===== config.mk =====
export PLATFORM = sky130hd
export DESIGN_NAME = pattern_detector_param_flat
export DESIGN_NICKNAME = d
export VERILOG_FILES = /design/src/rtl/pattern_detector_param_if.sv /design/src/rtl/pattern_detector_param.sv /design/src/flat_wrapper.sv
export SDC_FILE = /design/constraint.sdc
export NUM_CORES = 1
export LEC_CHECK = 0
export CAP_MARGIN = 20
export CORE_MARGIN = 2
export CORE_UTILIZATION = 49
export DETAILED_ROUTE_END_ITERATION = 6
export GPL_TIMING_DRIVEN = 1
export HOLD_SLACK_MARGIN = 0.08
export PLACE_DENSITY_LB_ADDON = 0.05
export SYNTH_ARGS = -nofsm -noshare
export SYNTH_HDL_FRONTEND = slang
export SYNTH_SLANG_ARGS = --single-unit
export TNS_END_PERCENT = 50

===== constraint.sdc =====
create_clock -name clk -period 3 [get_ports clk]
set_clock_uncertainty 0.05 [all_clocks]
set_input_delay 0.75 -clock clk [delete_from_list [all_inputs] [get_ports clk]]
set_output_delay 0.75 -clock clk [all_outputs]
set_load 0.02 [all_outputs]

===== src/rtl/pattern_detector_param_if.sv =====
// Serial data, configuration and result bundle for pattern_detector_param.
// cfg_mask exists only when PATTERN_MASK_EN is defined.
interface pattern_detector_param_if #(
   parameter int unsigned PATTERN_LEN = 4,
   parameter int unsigned COUNT_W     = 8
);
   logic                   din;
   logic                   din_valid;
   logic                   overlap_en;
   logic                   cfg_load;
   logic [PATTERN_LEN-1:0] cfg_pattern;
`ifdef PATTERN_MASK_EN
   logic [PATTERN_LEN-1:0] cfg_mask;
`endif
   logic                   cnt_clr;
   logic                   detect;
   logic [COUNT_W-1:0]     match_count;
   logic                   armed;

   // Stimulus side: drives data and configuration, observes results.
   modport master (
      output din, din_valid, overlap_en, cfg_load, cfg_pattern,
`ifdef PATTERN_MASK_EN
      output cfg_mask,
`endif
      output cnt_clr,
      input  detect, match_count, armed
   );

   // Detector side.
   modport slave (
      input  din, din_valid, overlap_en, cfg_load, cfg_pattern,
`ifdef PATTERN_MASK_EN
      input  cfg_mask,
`endif
      input  cnt_clr,
      output detect, match_count, armed
   );
endinterface


===== src/rtl/pattern_detector_param.sv =====
// Parametrised serial bit-pattern detector with run-time reload, overlap control and a
// saturating match counter. Optional don't-care mask enabled by `define PATTERN_MASK_EN.
module pattern_detector_param #(
   parameter int unsigned              PATTERN_LEN   = 4,
   parameter logic [PATTERN_LEN-1:0]   RESET_PATTERN = PATTERN_LEN'(4'b1011),
   parameter int unsigned              COUNT_W       = 8
) (
   input  logic                     clk,
   input  logic                     reset,
   pattern_detector_param_if.slave  bus
);

   localparam int unsigned FILL_W = $clog2(PATTERN_LEN + 1);
   localparam logic [FILL_W-1:0]  FILL_FULL = FILL_W'(PATTERN_LEN);
   localparam logic [COUNT_W-1:0] COUNT_MAX = {COUNT_W{1'b1}};

   logic [PATTERN_LEN-1:0] history_q, history_n;
   logic [PATTERN_LEN-1:0] pattern_q, pattern_n;
   logic [FILL_W-1:0]      fill_q, fill_n;
   logic [COUNT_W-1:0]     count_q, count_n;
   logic                   detect_q, detect_n;
   logic                   armed_q, armed_n;
`ifdef PATTERN_MASK_EN
   logic [PATTERN_LEN-1:0] mask_q, mask_n;
`endif

   logic [PATTERN_LEN-1:0] shifted_c;
   logic [FILL_W-1:0]      fill_inc_c;
   logic                   compare_c;
   logic                   hit_c;

   // Next-state and hit evaluation for the bit presented this cycle.
   always_comb begin
      history_n  = history_q;
      pattern_n  = pattern_q;
      fill_n     = fill_q;
      count_n    = count_q;
      detect_n   = 1'b0;
`ifdef PATTERN_MASK_EN
      mask_n     = mask_q;
`endif

      shifted_c  = {history_q[PATTERN_LEN-2:0], bus.din};
      fill_inc_c = (fill_q == FILL_FULL) ? FILL_FULL : fill_q + FILL_W'(1);
`ifdef PATTERN_MASK_EN
      compare_c  = ((shifted_c ^ pattern_q) & mask_q) == '0;
`else
      compare_c  = (shifted_c == pattern_q);
`endif
      // A bit coinciding with cfg_load is discarded, so it can never hit.
      hit_c = bus.din_valid && !bus.cfg_load && (fill_inc_c == FILL_FULL) && compare_c;

      if (bus.cfg_load) begin
         pattern_n = bus.cfg_pattern;
`ifdef PATTERN_MASK_EN
         mask_n    = bus.cfg_mask;
`endif
         history_n = '0;
         fill_n    = '0;
      end else if (bus.din_valid) begin
         history_n = shifted_c;
         fill_n    = fill_inc_c;
         if (hit_c) begin
            detect_n = 1'b1;
            // Non-overlapping mode restarts the window so no matched bit is reused.
            if (!bus.overlap_en) begin
               fill_n = '0;
            end
         end
      end

      // Clear wins over a same-cycle hit; detect still pulses.
      if (bus.cnt_clr) begin
         count_n = '0;
      end else if (hit_c && (count_q != COUNT_MAX)) begin
         count_n = count_q + COUNT_W'(1);
      end

      armed_n = (fill_n == FILL_FULL);
   end

   // State and registered outputs.
   always_ff @(posedge clk or posedge reset) begin
      if (reset) begin
         history_q <= '0;
         pattern_q <= RESET_PATTERN;
         fill_q    <= '0;
         count_q   <= '0;
         detect_q  <= 1'b0;
         armed_q   <= 1'b0;
`ifdef PATTERN_MASK_EN
         mask_q    <= '1;
`endif
      end else begin
         history_q <= history_n;
         pattern_q <= pattern_n;
         fill_q    <= fill_n;
         count_q   <= count_n;
         detect_q  <= detect_n;
         armed_q   <= armed_n;
`ifdef PATTERN_MASK_EN
         mask_q    <= mask_n;
`endif
      end
   end

   assign bus.detect      = detect_q;
   assign bus.match_count = count_q;
   assign bus.armed       = armed_q;

endmodule


===== src/flat_wrapper.sv =====
// flat-port wrapper written by rule: the top's interface ports become plain ports
module pattern_detector_param_flat 
#(
   parameter int unsigned              PATTERN_LEN   = 4,
   parameter logic [PATTERN_LEN-1:0]   RESET_PATTERN = PATTERN_LEN'(4'b1011),
   parameter int unsigned              COUNT_W       = 8
)
  (clk, reset, bus_din, bus_din_valid, bus_overlap_en, bus_cfg_load, bus_cfg_pattern, bus_cnt_clr, bus_detect, bus_match_count, bus_armed);
  pattern_detector_param_if #(.PATTERN_LEN(PATTERN_LEN), .COUNT_W(COUNT_W)) bus_i ();
  input  logic clk;
  input  logic reset;
  input wire logic [$bits(bus_i.din)-1:0] bus_din;
  input wire logic [$bits(bus_i.din_valid)-1:0] bus_din_valid;
  input wire logic [$bits(bus_i.overlap_en)-1:0] bus_overlap_en;
  input wire logic [$bits(bus_i.cfg_load)-1:0] bus_cfg_load;
  input wire logic [$bits(bus_i.cfg_pattern)-1:0] bus_cfg_pattern;
  input wire logic [$bits(bus_i.cnt_clr)-1:0] bus_cnt_clr;
  output wire logic [$bits(bus_i.detect)-1:0] bus_detect;
  output wire logic [$bits(bus_i.match_count)-1:0] bus_match_count;
  output wire logic [$bits(bus_i.armed)-1:0] bus_armed;
  assign bus_i.din = bus_din;
  assign bus_i.din_valid = bus_din_valid;
  assign bus_i.overlap_en = bus_overlap_en;
  assign bus_i.cfg_load = bus_cfg_load;
  assign bus_i.cfg_pattern = bus_cfg_pattern;
  assign bus_i.cnt_clr = bus_cnt_clr;
  assign bus_detect = bus_i.detect;
  assign bus_match_count = bus_i.match_count;
  assign bus_armed = bus_i.armed;
  pattern_detector_param #(.PATTERN_LEN(PATTERN_LEN), .RESET_PATTERN(RESET_PATTERN), .COUNT_W(COUNT_W)) u_core (.clk(clk), .reset(reset), .bus(bus_i));
endmodule

### After elaboration in Yosys (flattened, before gate mapping)

Cells that the tools add are included.

| word-level totals | value |
|---|---|
| register bits after elaboration | 20 |
| bits in latches | 0 |
| memory bits (writable) | 0 |
| ROM bits | 0 |
| input bits | 11 |
| output and inout bits | 10 |
| logic and storage cells | 32 |
| memories kept | 0 |

| cells by class | value |
|---|---|
| add/sub/neg operators | 2 |
| $mul | 0 |
| divide/modulo/power cells | 0 |
| $lt $le $gt $ge | 0 |
| eq/ne operators | 5 |
| shift operators | 0 |
| mux-type cells | 12 |
| bitwise gates (word level) | 0 |
| reductions and logical operators | 7 |

Operator list:

| kind | number |
|---|---|
| $mux 3 | 7 |
| $mux 8 | 2 |
| $eq 3x3->1 const B | 3 |
| $add 8x1->8 const B | 1 |
| $ne 8x8->1 const B | 1 |
| $eq 4x4->1 | 1 |
| $logic_and 1x1->1 | 4 |
| $reduce_bool 2->1 | 2 |
| $add 3x1->3 const B | 1 |
| $mux 1 | 3 |
| $logic_not 1->1 | 1 |

### Depth between registers and ports, before layout

| logic depth | value |
|---|---|
| depth in word-level cells | 9 |
| gate-level depth with buffers | 8 |
| gate-level depth less buffers | 7 |

### Least setup slack after synthesis

No wires, ideal clock.

| path | value |
|---|---|
| path kind | register -> register |
| start | register u_core.fill_q[0] |
| end | register u_core.count_q[4], in the netlist u_core.bus.match_count[4] |
| setup time | 0.078 ns |
| data arrival time | 2.150 ns |
| data required time | 2.872 ns |
| slack | 0.722 ns |
| cell stages (with the launch flop) | 9 |
| buffers on the path | 1 |
| clock period less this slack | 2.278 ns |
| path through | dfrtp_1 inv_1 ha_1 nand2b_1 a21o_1 or4_4 buf_6 or3_1 a21oi_1 |

| on the way | value |
|---|---|
| longest elaborated chain between the ends | 7 |
| elaborated cells on any way between the ends | 8 |
| classes of those cells | add/sub: 1; eq/ne: 2; mux: 1; reduce/logical: 4 |

Ends and longest elaborated chain:

| item | RTL line | text |
|---|---|---|
| start: declaration | pattern_detector_param.sv:19 | `logic [FILL_W-1:0] fill_q, fill_n;` |
| start signal: assignment | pattern_detector_param.sv:97 | `fill_q <= fill_n;` |
| $add 3x1->3 or $eq 3x3->1 (tied branches) | pattern_detector_param.sv:44 | `fill_inc_c = (fill_q == FILL_FULL) ? FILL_FULL : fill_q + FILL_W'(1);` |
| $mux 3 (*) | pattern_detector_param.sv:44 |  |
| $eq 3x3->1 (*) | pattern_detector_param.sv:51 | `hit_c = bus.din_valid && !bus.cfg_load && (fill_inc_c == FILL_FULL) && compare_c;` |
| $logic_and 1x1->1 (*) (2 in series) | pattern_detector_param.sv:51 |  |
| $logic_and 1x1->1 (*) | pattern_detector_param.sv:75 | `end else if (hit_c && (count_q != COUNT_MAX)) begin` |
| $reduce_bool 2->1 (no line) (*) | - |  |
| end signal: assignment | pattern_detector_param.sv:98 | `count_q <= count_n;` |
| end: declaration | pattern_detector_param.sv:20 | `logic [COUNT_W-1:0] count_q, count_n;` |

Every way passes the cells marked *; elsewhere a longest branch is shown, timed or not.
A chain may end at the register's enable or synchronous reset.

### Worst setup path after layout

| path | value |
|---|---|
| start | input port bus_din |
| end | register u_core.count_q[7], in the netlist u_core.bus.match_count[7] |

| on the way | value |
|---|---|
| longest elaborated chain between the ends | 4 |

Ends and longest elaborated chain:

| item | RTL line | text |
|---|---|---|
| start: declaration | flat_wrapper.sv:12 | `input wire logic [$bits(bus_i.din)-1:0] bus_din;` |
| $eq 4x4->1 | pattern_detector_param.sv:48 | `compare_c = (shifted_c == pattern_q);` |
| $logic_and 1x1->1 | pattern_detector_param.sv:51 |  |
| $logic_and 1x1->1 | pattern_detector_param.sv:75 |  |
| $reduce_bool 2->1 (no line) | - |  |

No other way between the ends.

==> reports/qor.yml <==
clkPwrFrac: 0.273
p_leak_uw: 0.0005085
synthFlopType: "dfrtp_1"
status: "complete, no violations"
pwr-share-seq: 0.609
cts-root-buf: "clkbuf_4"
ios: 21
internal-power_uw: 363.9
syn_inst: 95
insertion_delay_ns: 0.29
core_sq_um: 1942
die_h_um: 49.11
worstSetupPathType: "in2reg"
timing.rr.start: "u_core.fill_q[0]"
cts_resized: 0
power_density_nw_per_um2: 379.8
mostFrequentLayoutCells: "20 x clkdlybuf4s50_1, 17 x dfrtp_1, 8 x nor2_1, 8 x a21oi_1, 7 x nand3_1"
rows: 16
hold_end: "u_core.history_q[2]"
fp.dieW_um: 49.11
slew_viol_final: 0
fmax_ghz: 0.3916
cts_buffer_depth: 2
grtUsageTotal: 0.1760
avgSynthCellArea_sq_um: 10.50
tritoncts: "done"
synthArstFlopShare: 1.000
gp_congestion: 0.7576
yosys_warnings: 0
hold_buffers: 0
wirelength_um: 1797
switching_share: 0.2312
hold_path_depth: 2
start_util: 0.5135
utilization: 0.6418
met1Wirelength_um: 852
hold_path.class: "reg2reg"
grt.overflow.total: 0
dp_hpwl_um: 1333
cap_violations: 0
drive_gt1_frac: 0.1197
firstDrtPassIters: 5
worstPathRequired_ns: 3.17
fin_nets: 132
cp_max_fo: 12
worstMarginPinSlew_ns: 0.7463
hold_viol_final: 0
power.total_uw: 473.4
area_delta_synth_final_pct: 24.97
r2r_setup_slack_ns: 0.58
htreeDepth: 1
numCtsBuffers: 3
pwr-share-comb: 0.118
p_switching_uw: 109.4
min_period_ns: 2.554
via_per_inst: 5.375
ys_ff_latch: 20
routedWlPerCell_um: 12.48
n_antenna_cell: 0
yosysUniqueCellTypes: 31
cts.sinks: 20
synth_nets: 109
portBuffers: 20
grt_pass1_vias: 740
setup_tns_ns: 0
start_kind: "primary input"
ff2ff_path_depth: 7
route.met2.wl_um: 858
grt_pass1_wl_um: 3332
grt_max_degree: 21
rsz0062_at_grt: "false"
dr_total_vias: 774
ys_seq_area_frac: 0.5056
met3WireLength_um: 70
highest_layer: "met4"
drc_errors: 0
die_area_sq_um: 2412
min_from: "u_core.history_q[2]"
r2r_end: "u_core.bus.match_count[7]"
clkTransAtPathRegs_ns: 0.11
ant_nets: 0
finalSetupViolCount: 0
antenna_found_initial: 0
final_common_cell: "clkdlybuf4s50_1"
netlist_area_sq_um: 997.2
finalCritPeriodShare: 0.8513
cts_setup_buffers: 0
end_kind: "flip-flop"
ir_drop_v: 0.0003411
synth_edf_count: 0
critPathArrivalTime_ns: 2.72
drt_iter0_drc: 9
whs_ns: 0.5040
slew_headroom: 0.5019
==> cell type report <==
class / instances / area (sq um)
Clock buffer: 4 / 26.28
Fill cell: 156 / 695.7
Inverter: 5 / 18.77
Multi-Input combinational cell: 66 / 447.9
Sequential cell: 20 / 504.2
Tap cell: 27 / 33.78
Timing Repair Buffer: 22 / 215.2
==> power by group through the flow <==
stage               logic, uW  registers [uW]  clock network (uW)
floorplan                35.3             292                   0
global placement         55.1             293                   0
detailed placement       56.3             294                   0
CTS                      56.6             289                 136
global route             63.9             289                 143
finish                   55.7             288                 129
==> flip-flops by register name, indices dropped and copies added, names as in the netlist <==
| signal | count |
|---|---|
| u_core.bus.match_count | 8 |
| u_core.pattern_q | 4 |
| u_core.history_q | 3 |
| u_core.fill_q | 3 |
| u_core.bus.armed | 1 |
| u_core.bus.detect | 1 |
==> Yosys cell counts (2+ instances only) <==
library cell,count,area [sq um]
nor3_1,3,15.01
nand2_1,2,7.510
o31ai_1,2,15.01
nor2_1,8,30.03
ha_1,3,37.54
mux2i_1,4,40.04
or4_1,2,15.01
dfrtp_1,17,425.4
o21ai_0,3,15.01
xnor2_1,3,26.28
inv_1,5,18.77
a21oi_1,8,40.04
xor2_1,2,17.52
nand2b_1,3,18.77
dfstp_2,3,78.83
mux2_2,4,45.04
or3_1,3,18.77
nand3_1,7,35.03
==> through the flow <==
stage | setup WS, ns | area, sq um | instances
finish | 0.4461 | 1246 | 144
global route | 0.3242 | 1246 | 144
CTS | 0.4510 | 1246 | 144
detailed placement | 0.1291 | 1220 | 140
floorplan | 0.7220 | 997.2 | 95
global placement | 0.1957 | 1220 | 140
==> cells by family (layout without fill, tap and decap cells) <==
| logic type | after synthesis | in the layout | share of synthesized area |
|---|---|---|---|
| simple gates | 33 | 33 | 0.1794 |
| flops | 20 | 20 | 0.5057 |
| compound gates | 17 | 17 | 0.1029 |
| buf+inv | 9 | 31 | 0.04517 |
| mux | 8 | 8 | 0.08532 |
| xor+xnor | 5 | 5 | 0.04392 |
| fa+ha+maj | 3 | 3 | 0.03765 |
==> layer usage <==
layer  track usage  up-vias
li1              -      381
met1        0.2384      373
met2        0.2815       18
met3       0.04294        2
met4       0.04762        0
met5             0        -
==> how the worst max path moves through the flow <==
stage          cells after the start                         to  slack, ns             start
4_1_cts                            6  u_core.bus.match_count[7]       0.45           bus_din
6_report                           6  u_core.bus.match_count[7]       0.45           bus_din
3_3_place_gp                       6  u_core.bus.match_count[5]       0.20           bus_din
5_1_grt                            6  u_core.bus.match_count[7]       0.32           bus_din
3_5_place_dp                       6  u_core.bus.match_count[7]       0.13           bus_din
2_1_floorplan                      8  u_core.bus.match_count[4]       0.72  u_core.fill_q[0]
==> worst max-delay path, cell delays in order <==
cell and delay, ns:
clkdlybuf4s50_1 0.49, xnor2_1 0.12, nand3_1 0.14, or4_4 0.64
or4_1 0.42, a21oi_1 0.15
No activity file was read; power rests on OpenSTA's default activity.
